$ cat src/rtl/sd_quad_osc.sv
`timescale 1ns/1ps
// sd_quad_osc: sigma-delta quadrature oscillator.
// Two cross-coupled saturating integrators (x1 = cosine, x2 = sine) are each
// fed back through a first-order 1-bit sigma-delta modulator. Omega retunes
// through a valid/ready handshake and takes effect at an upward sine zero
// crossing, so the waveform never jumps.
// Build option: define SD_QUAD_SAT_CNT_EN to add sat_cnt, a 16-bit saturating
// count of clamp events.
module sd_quad_osc #(
  parameter int SD_IN_BW  = 16,
  parameter int INT_SCALE = 20,
  parameter int OMEGA_BW  = 16
) (
  input  logic                       clk,
  input  logic                       rst,
  input  logic                       en,
  input  logic                       restart,
  input  logic signed [OMEGA_BW-1:0] omega_in,
  input  logic                       omega_valid,
  output logic                       omega_ready,
  output logic                       sin,
  output logic                       cos,
  output logic signed [SD_IN_BW-1:0] sinx,
  output logic signed [SD_IN_BW-1:0] cosx,
  output logic [1:0]                 state,
  output logic                       sat_sin,
  output logic                       sat_cos
`ifdef SD_QUAD_SAT_CNT_EN
  ,
  output logic [15:0]                sat_cnt
`endif
);
  // state | meaning
  // IDLE  | everything frozen; a handshake loads omega directly
  // RUN   | oscillating; a handshake parks the new omega and moves to PEND
  // PEND  | oscillating; parked omega applied at the next upward x2 zero crossing

  localparam int REG_BW = SD_IN_BW + INT_SCALE + 1;
  localparam int SUM_BW = REG_BW + 1;
  localparam int ACC_BW = SD_IN_BW + 2;

  localparam logic [1:0] ST_IDLE = 2'd0;
  localparam logic [1:0] ST_RUN  = 2'd1;
  localparam logic [1:0] ST_PEND = 2'd2;

  // Clamp to the range where the top two integrator bits agree. The sinx/cosx
  // slice drops bit REG_BW-2, so this keeps the slice wrap-free and maps the
  // positive limit to full-scale 0x7FFF.
  localparam logic signed [REG_BW-1:0] LIM    = {2'b00, {(REG_BW-2){1'b1}}};
  localparam logic signed [REG_BW-1:0] NLIM   = {2'b11, {(REG_BW-2){1'b0}}};
  localparam logic signed [SUM_BW-1:0] SUM_HI = {3'b000, {(REG_BW-2){1'b1}}};
  localparam logic signed [SUM_BW-1:0] SUM_LO = {3'b111, {(REG_BW-2){1'b0}}};
  localparam logic signed [ACC_BW-1:0] FS     = {3'b001, {(SD_IN_BW-1){1'b0}}};

  logic signed [REG_BW-1:0]   x1, x2, g, fb_sin, fb_cos, nx1, nx2;
  logic signed [SUM_BW-1:0]   sum1, sum2;
  logic signed [OMEGA_BW-1:0] omega_q, omega_pend;
  logic signed [ACC_BW-1:0]   acc_s, acc_c, u_s, u_c, acc_s_n, acc_c_n;
  logic                       clip1, clip2, x2_rise, running, hs;

  assign sinx        = {x2[REG_BW-1], x2[REG_BW-3:INT_SCALE]};
  assign cosx        = {x1[REG_BW-1], x1[REG_BW-3:INT_SCALE]};
  assign omega_ready = (state != ST_PEND);
  assign hs          = omega_valid & omega_ready;
  assign running     = (state == ST_RUN) || (state == ST_PEND);

  // Integrator feedback from the bitstreams, widened sums and clamping.
  always_comb begin
    g      = {{(REG_BW-OMEGA_BW){omega_q[OMEGA_BW-1]}}, omega_q} <<< SD_IN_BW;
    fb_sin = sin ? -g : g;
    fb_cos = cos ? g : -g;
    sum1   = {x1[REG_BW-1], x1} + {fb_sin[REG_BW-1], fb_sin};
    sum2   = {x2[REG_BW-1], x2} + {fb_cos[REG_BW-1], fb_cos};
    clip1  = (sum1 > SUM_HI) || (sum1 < SUM_LO);
    clip2  = (sum2 > SUM_HI) || (sum2 < SUM_LO);
    if (sum1 > SUM_HI)      nx1 = LIM;
    else if (sum1 < SUM_LO) nx1 = NLIM;
    else                    nx1 = sum1[REG_BW-1:0];
    if (sum2 > SUM_HI)      nx2 = LIM;
    else if (sum2 < SUM_LO) nx2 = NLIM;
    else                    nx2 = sum2[REG_BW-1:0];
    x2_rise = x2[REG_BW-1] & ~nx2[REG_BW-1];
  end

  // First-order modulator accumulator updates for both channels.
  always_comb begin
    u_s     = {{2{sinx[SD_IN_BW-1]}}, sinx};
    u_c     = {{2{cosx[SD_IN_BW-1]}}, cosx};
    acc_s_n = acc_s + u_s - (sin ? FS : -FS);
    acc_c_n = acc_c + u_c - (cos ? FS : -FS);
  end

  // Datapath registers: integrators, modulators, bitstreams, clamp pulses.
  always_ff @(posedge clk or posedge rst) begin
    if (rst) begin
      x1      <= LIM;
      x2      <= '0;
      acc_s   <= '0;
      acc_c   <= '0;
      sin     <= 1'b0;
      cos     <= 1'b0;
      sat_sin <= 1'b0;
      sat_cos <= 1'b0;
    end else if (restart) begin
      x1      <= LIM;
      x2      <= '0;
      acc_s   <= '0;
      acc_c   <= '0;
      sin     <= 1'b0;
      cos     <= 1'b0;
      sat_sin <= 1'b0;
      sat_cos <= 1'b0;
    end else if (running) begin
      x1      <= nx1;
      x2      <= nx2;
      acc_s   <= acc_s_n;
      acc_c   <= acc_c_n;
      sin     <= ~acc_s_n[ACC_BW-1];
      cos     <= ~acc_c_n[ACC_BW-1];
      sat_sin <= clip2;
      sat_cos <= clip1;
    end else begin
      sat_sin <= 1'b0;
      sat_cos <= 1'b0;
    end
  end

  // Control FSM and omega staging; restart and IDLE entry flush any parked omega.
  always_ff @(posedge clk or posedge rst) begin
    if (rst) begin
      state      <= ST_IDLE;
      omega_q    <= '0;
      omega_pend <= '0;
    end else if (restart) begin
      state <= en ? ST_RUN : ST_IDLE;
      if (hs)                    omega_q <= omega_in;
      else if (state == ST_PEND) omega_q <= omega_pend;
    end else begin
      case (state)
        ST_IDLE: begin
          if (hs) omega_q <= omega_in;
          if (en) state <= ST_RUN;
        end
        ST_RUN: begin
          if (!en) begin
            state <= ST_IDLE;
            if (hs) omega_q <= omega_in;
          end else if (hs) begin
            omega_pend <= omega_in;
            state      <= ST_PEND;
          end
        end
        ST_PEND: begin
          if (!en || x2_rise) begin
            omega_q <= omega_pend;
            state   <= en ? ST_RUN : ST_IDLE;
          end
        end
        default: state <= ST_IDLE;
      endcase
    end
  end

`ifdef SD_QUAD_SAT_CNT_EN
  logic [16:0] sat_cnt_sum;
  assign sat_cnt_sum = {1'b0, sat_cnt} + {15'd0, sat_sin} + {15'd0, sat_cos};

  // Clamp-event counter, sticks at all-ones.
  always_ff @(posedge clk or posedge rst) begin
    if (rst)                  sat_cnt <= '0;
    else if (restart)         sat_cnt <= '0;
    else if (sat_cnt_sum[16]) sat_cnt <= 16'hFFFF;
    else                      sat_cnt <= sat_cnt_sum[15:0];
  end
`endif

endmodule

$ cat config.mk
export PLATFORM = sky130hd
export DESIGN_NAME = sd_quad_osc
export DESIGN_NICKNAME = d
export VERILOG_FILES = /design/src/rtl/sd_quad_osc.sv
export SDC_FILE = /design/constraint.sdc
export NUM_CORES = 1
export LEC_CHECK = 0
export BUFFER_PORTS_ARGS = -buffer_cell sky130_fd_sc_hd__buf_2
export CORE_MARGIN = 8
export CORE_UTILIZATION = 55
export CTS_CLUSTER_DIAMETER = 200
export DETAILED_ROUTE_END_ITERATION = 10
export PLACE_DENSITY = 0.73
export SLEW_MARGIN = 20
export SYNTH_ARGS = -nofsm -noshare
export SYNTH_HDL_FRONTEND = slang
export SYNTH_SLANG_ARGS = --single-unit
$ cat constraint.sdc
create_clock -name clk -period 8.1 [get_ports clk]
set_input_delay 0.405 -clock clk [delete_from_list [all_inputs] [get_ports clk]]
set_output_delay 0.405 -clock clk [all_outputs]
set_load 0.01 [all_outputs]
==> summary.md, run 1 <==
| Metric | Value |
|---|---|
| Status | completed |
| Arrival time worst endpoint | around 5.7 ns |
| Ys async rst share | 1.000 |
| Met1 WL | about 11000 microns |
| Yosys cell types | 69 |
| Most frequent cell after synthesis | inv_1 |
| Fin crit period | 5.358 ns |
| Number of remaining DRC errors | 0 |
| Final slew viol count | 0 |
| Final-layout fill cell count | ~1600 |
| HPWL Detailed | 17370 microns |
| Drt via density | between 5 and 6 |
| Cts-stage hold buffer count | 0 |
| Htree depth | 4 |
| Synth top area cells | dfrtp_1 25%, ha_1 15%, inv_1 5.4% |
| Placer Congestion | 0.9189 |
| Max-cap check violation count | 0 |
| R2R cell count | 19 |
| Antenna-violating nets left | 0 |
| PnR worst setup slack | 2.742 ns |
| Final Skew | 0.01009 ns |
| DR iter-0 viols | 480 |
| Placeable Area | 0.01784 sq mm |
| Critical path type | reg -> reg |
| Hold Path Class | in -> async |
| First-pass GRT wire length | 39350 microns |
| WL/cell | 16.72 microns |
| Largest net degree at the start of global routing | 73 |
| RSZ-0062 raised after global routing | false |
| Initial Util | 0.5550 |
| Vias in the first global route | between 7000 and 8000 |
| Crit path launch type | register |
| Post-cts resize count | 0 |
| Vias | 8178 |
| GR Overflow Total | 0 |
| Critical Path End Type | register |
| Internal reg-to-reg setup slack | 2.74 ns |
| Area delta synth->final | 9.186% |
| Antenna violations before repair | 0 |
| Final core utilization | 0.6060 |
| WL met3 | between 1000 and 1500 microns |
| Syn nets | between 1000 and 1500 |
| Largest area contributor in the netlist | dfrtp_1 |
| Drt pass-1 iters | 5 |
| Critical path buffers and inverters | 1 |
| CP max-delay cell | a21o_1 |
| Number of setup buffers added after CTS | 0 |
| Maximum clock insertion buffer count | 2 |
| Critical-path maximum fanout | 20 |
| Tot GR Track Use | 0.2201 |
| IO Port Bufs | 59 |
| Reg2reg start | omega_q[1] |
| Synth warn | 0 |
| Final nets | around 1300 |
| TNS Setup | 0 ns |
| Top achievable clock speed | 186.6 MHz |
| Yosys reg bits | 116 |
| DIE AREA | 0.02255 sq mm |
| CTS buffer count | 17 |
| Crit-path cells | inv_1, ha_1, nand2_1, or3_1, or3_1, or3_1, or3_1, nor3_2, nand2b_1, xnor2_1, ha_1, nand4_1, or2_2, o311ai_1, o41ai_1, a211oi_1, a21o_1, o21ai_0, o21ai_0 |
| Max-Slew Margin vs Limit | 0.2594 |
| Worst r2r dst | x1[25] |
| WP data required | 8.44 ns |
| Number of synthesized flops with an enable pin | 0 |
| Non-filler cells, final | 1414 |
| Place WS | 2.751 ns |
| CP max stage delay | around 0.6 ns |
| Io pins | 60 |
| Die height | between 150 and 200 microns |
| DP Cell Count | 1382 |
| Synthesized area per cell | 8.618 sq um |
| Period utilisation layout | 0.6615 |
| Synthesized cell area | approximately 0.0099 sq mm |
| Least-Margin Pin Slew | 1.111 ns |
| Final WL | between 20000 and 25000 microns |
| CTS clk-pin slew, worst paths | roughly 0.06 ns |
| Commonest cells in the netlist | 143 x inv_1, 118 x ha_1, 108 x nand2_1 |
| Cell family with most CP delay | simple AND/OR/NAND/NOR gates |
| CTS Root Cell | clkbuf_16 |
| Met2 wire length | roughly 11000 microns |
| Antenna cells | 0 |
| Rows | between 40 and 50 |
| Synth Flop Type | dfrtp_1 |
| Cell mode on critical path | or3_1 |
| Hold Vio Cnt, Final | 0 |
| Cells after Synth | ~1100 |
| Die width | 150.2 microns |
| # setup viols final | 0 |
| Sequential fraction of the synthesis area | 0.2956 |
| Layout cells sized above 1 | 0.1359 |
| Top cell type's share of synthesized area | 0.2451 |
| TritonCTS clock tree | yes |
| Clk sinks | 116 |
| Clock Latency Late Sink | 0.42 ns |
| Highest metal used | met4 |
-- metrics by stage --
step | instance area, sq um | hold WS (ns)
2_1_floorplan | 9902 | 0.4432
3_3_place_gp | 10180 | 0.4651
3_5_place_dp | 10180 | 0.4707
4_1_cts | 10800 | 0.06463
5_1_grt | 10810 | 0.1074
6_report | 10810 | 0.04492
-- registers in the layout (all words and copies together), names as in the netlist, 2 cells and up --
name	cells
x2	21
acc_c	18
omega_q	16
omega_pend	16
state	2
acc_s	18
x1	21
-- layout by cell type (no fill, tap or decap), drive strengths merged, types with 6 or more instances in the layout --
cell type / instances
a211oi: 13
a21o: 24
a21oi: 66
a22oi: 9
a31oi: 7
and3: 10
buf: 68
clkbuf: 22
dfrtp: 97
dfstp: 19
ha: 118
inv: 143
mux2: 17
mux2i: 27
nand2: 108
nand2b: 23
nand3: 26
nand4: 7
nor2: 53
nor2b: 10
nor3: 20
o211ai: 14
o21a: 6
o21ai: 69
o21bai: 7
o221ai: 13
o22ai: 9
o311ai: 11
o31ai: 7
or2: 7
or3: 21
xnor2: 55
xor2: 26
-- kinds of logic after synthesis --
logic type      share of synthesized area
xor+xnor                          0.07240
buf+inv                           0.09325
fa+ha+maj                          0.1572
flops                              0.2956
mux                               0.04663
simple gates                       0.1538
compound gates                     0.1812
-- final cells by class --
cell class	count	area (sq um)	share of cell area
Multi-Input combinational cell	826	6076	0.5620
Tap cell	229	286.5	0.02650
Sequential cell	116	2927	0.2707
Clock inverter	10	156.4	0.01447
Clock buffer	22	464.2	0.04293
Timing Repair Buffer	68	362.8	0.03356
Inverter	143	539.3	0.04988
-- layer usage --
layer  vias up  track usage
met3        33      0.03577
met2       186       0.3682
met4         0      0.07696
met1      3916       0.2833
li1       4043            -
met5         -            0
-- how the worst max path moves through the flow --
stage / startpoint / endpoint / slack (ns) / cells after the start
finish: omega_q[1] / x1[25] / 2.74 / 19
global route: omega_q[0] / x1[25] / 2.31 / 19
CTS: omega_q[1] / omega_q[1] / 2.72 / 19
detailed placement: omega_q[1] / omega_q[1] / 2.75 / 19
global placement: omega_q[0] / omega_q[1] / 2.89 / 19
floorplan: omega_q[2] / x2[31] / 3.55 / 18
Power of run 1 is left out: the tool's default activity adds up to more than one toggle a clock period on the data nets, which glitch-free logic cannot reach.
==> inputs of run 2 (changes only) <==
--- a/config.mk
+++ b/config.mk
@@ -5,12 +5,13 @@
 export SDC_FILE = /design/constraint.sdc
 export NUM_CORES = 1
 export LEC_CHECK = 0
+export ABC_AREA = 1
 export BUFFER_PORTS_ARGS = -buffer_cell sky130_fd_sc_hd__buf_2
 export CORE_MARGIN = 8
 export CORE_UTILIZATION = 55
 export CTS_CLUSTER_DIAMETER = 200
 export DETAILED_ROUTE_END_ITERATION = 10
-export PLACE_DENSITY = 0.73
+export PLACE_DENSITY = 0.76
 export SLEW_MARGIN = 20
 export SYNTH_ARGS = -nofsm -noshare
 export SYNTH_HDL_FRONTEND = slang
==> constraint.sdc (replaced) <==
create_clock -name clk -period 4.6 [get_ports clk]
set_input_delay 0.23 -clock clk [delete_from_list [all_inputs] [get_ports clk]]
set_output_delay 0.23 -clock clk [all_outputs]
set_load 0.01 [all_outputs]
==> run 2 against run 1 <==
Net effect: via count is 30% higher; sequential cell count stayed put; global-route usage is 1.1 points higher; cell area is 12% higher; area after synthesis is 14% higher; register-to-register slack worse by 2.3 ns; wire length is 23% higher; worst setup slack worse by 2.3 ns; synthesized cell count is 47% higher; sequential share of layout area is 2.9 points lower; clock-buffer cell count stayed put; fmax is 28% higher.
==> summary.md, run 2 <==
| Metric | Value |
|---|---|
| Clock Latency Late Sink | ~0.43 ns |
| Synthesized cell area | between 0.01 and 0.015 sq mm |
| Cells after Synth | 1688 |
| Least-Margin Pin Slew | about 1.1 ns |
| CP max stage delay | between 0.4 and 0.5 ns |
| Hold Path Class | in -> async |
| Final WL | 29120 microns |
| WHS | between 0.04 and 0.05 ns |
| Area delta synth->final | 7.740% |
| Period utilisation layout | 0.9125 |
| Top achievable clock speed | 238.2 MHz |
| Top Registers | x1 (21), x2 (21) |
| HPWL Detailed | 22060 microns |
| Io pins | 60 |
| Cell mode on critical path | nand2_1 |
| GR Overflow Total | 0 |
| Die width | 159.0 microns |
| Top cell type's share of synthesized area | 0.2157 |
| Synth warn | 0 |
| Yosys cell types | 49 |
| RSZ-0062 raised after global routing | false |
| Drt pass-1 iters | 5 |
| DIE AREA | 0.02529 sq mm |
| Largest area contributor in the netlist | dfrtp_1 |
| Hold Vio Cnt, Final | 0 |
| Placeable Area | between 0.02 and 0.025 sq mm |
| Htree depth | 4 |
| Fin crit period | 4.198 ns |
| DP Cell Count | 1948 |
| CTS Root Cell | clkbuf_16 |
| Antenna-violating nets left | 0 |
| WP data required | 4.91 ns |
| WP depth | 26 |
| Most common cell after layout, fill and taps aside | nand2_1 |
| Syn nets | 1831 |
| Maximum clock insertion buffer count | 2 |
| Most frequent cell after synthesis | nand2_1 |
| TritonCTS clock tree | yes |
| Number of remaining DRC errors | 0 |
| Clk sinks | 116 |
| Max-Slew Margin vs Limit | 0.2875 |
| Synthesized area per cell | around 6.7 sq um |
| Non-filler cells, final | 1981 |
| Vias | 10620 |
| Layout cells sized above 1 | 0.09702 |
| Final nets | 1841 |
| Critical-path maximum fanout | 11 |
| Status | completed |
| Sequential fraction of the synthesis area | 0.2601 |
| Ys async rst share | 1.000 |
| CP max-delay cell | ha_1 |
| Multi-input gate area | about 0.007 sq mm |
| Rows | 52 |
| PnR worst setup slack | 0.4023 ns |
| Cell family with most CP delay | simple AND/OR/NAND/NOR gates |
| Most frequent cells in the layout | 467 x nand2_1, 275 x inv_1, 132 x a21oi_1, 127 x o21ai_0, 118 x ha_1 |
| Antenna violations before repair | 0 |
| CTS buffer count | 17 |
| Cts-stage hold buffer count | 0 |
| Die height | ~160 microns |
| Critical path type | reg -> reg |
| Yosys reg bits | 116 |
| Synth top area cells | dfrtp_1 22%, nand2_1 16%, ha_1 13% |
| Critical Path End Type | register |
| Antenna cells | 0 |
| DR iter-0 viols | ~600 |
| Crit path launch type | register |
| WL/cell | 14.70 microns |
| Final Skew | 0.01091 ns |
| IO Port Bufs | 59 |
| # setup viols final | 0 |
| CTS clk-pin slew, worst paths | ~0.060 ns |
| Storage element area | between 0.002 and 0.003 sq mm |
| Critical path buffers and inverters | 2 |
| Commonest cells in the netlist | 468 x nand2_1, 276 x inv_1, 132 x a21oi_1 |
| R2R cell count | 26 |
| Final slew viol count | 0 |
| Largest net degree at the start of global routing | 74 |
| Drt via density | 5.360 |
| Synth Flop Type | dfrtp_1 |
| Tot GR Track Use | 0.2313 |
| First-pass GRT wire length | 49090 microns |
| Final-layout fill cell count | 1935 |
| TNS Setup | 0 ns |
| Placer Congestion | 0.9231 |
| Max-cap check violation count | 0 |
| Arrival time worst endpoint | 4.51 ns |
| Vias in the first global route | 10270 |
| Initial Util | 0.5578 |
| Place WS | 0.3595 ns |
| Number of synthesized flops with an enable pin | 0 |
## run 2: metrics by stage
step	cell area (sq um)	utilization
4_1_cts	12100	0.5999
2_1_floorplan	11250	-
3_3_place_gp	11500	0.5704
3_5_place_dp	11500	0.5704
5_1_grt	12120	0.6010
6_report	12120	0.6010
## run 2: final timing paths
path                         startpoint              to  slack, ns
max reg2reg                  omega_q[0]          x1[23]       0.40
min reg2reg                   acc_s[13]       acc_s[13]       0.48
max in group asynchronous           rst      omega_q[3]       3.42
min                                 rst        acc_c[7]       0.04
max                          omega_q[0]          x1[23]       0.40
min in group clk           omega_in[15]  omega_pend[15]       0.04
## run 2: cells by family (layout without fill, tap and decap cells)
| group | Yosys count | count (layout) | share of synthesized area |
|---|---|---|---|
| fa+ha+maj | 122 | 122 | 0.1383 |
| simple gates | 720 | 720 | 0.2765 |
| flops | 116 | 116 | 0.2601 |
| buf+inv | 357 | 380 | 0.1336 |
| compound gates | 329 | 329 | 0.1573 |
| xor+xnor | 44 | 44 | 0.03425 |
## run 2: area by class of cell
type | count | area share
well taps | 270 | 0.02787
inverters | 280 | 0.08691
flip-flops and latches | 116 | 0.2414
repair buffers | 68 | 0.03097
clock inverters | 10 | 0.01073
multi-input cells | 1215 | 0.5638
clock buffers | 22 | 0.03829
## run 2: repair_timing
action,in CTS,in global routing
gates resized for setup,0,1
setup buffers,0,1
endpoints found under the setup margin,0,7
## run 2: routing by layer
metal	routed length, microns	part of all wire	vias to the layer above	track usage
met4	649	0.022	0	0.07547
met5	0	0	-	0
met3	1749	0.060	38	0.03723
met1	13460	0.46	4874	0.3028
met2	13260	0.46	268	0.3831
li1	-	-	5438	-
Power of run 2 is left out for the same reason.
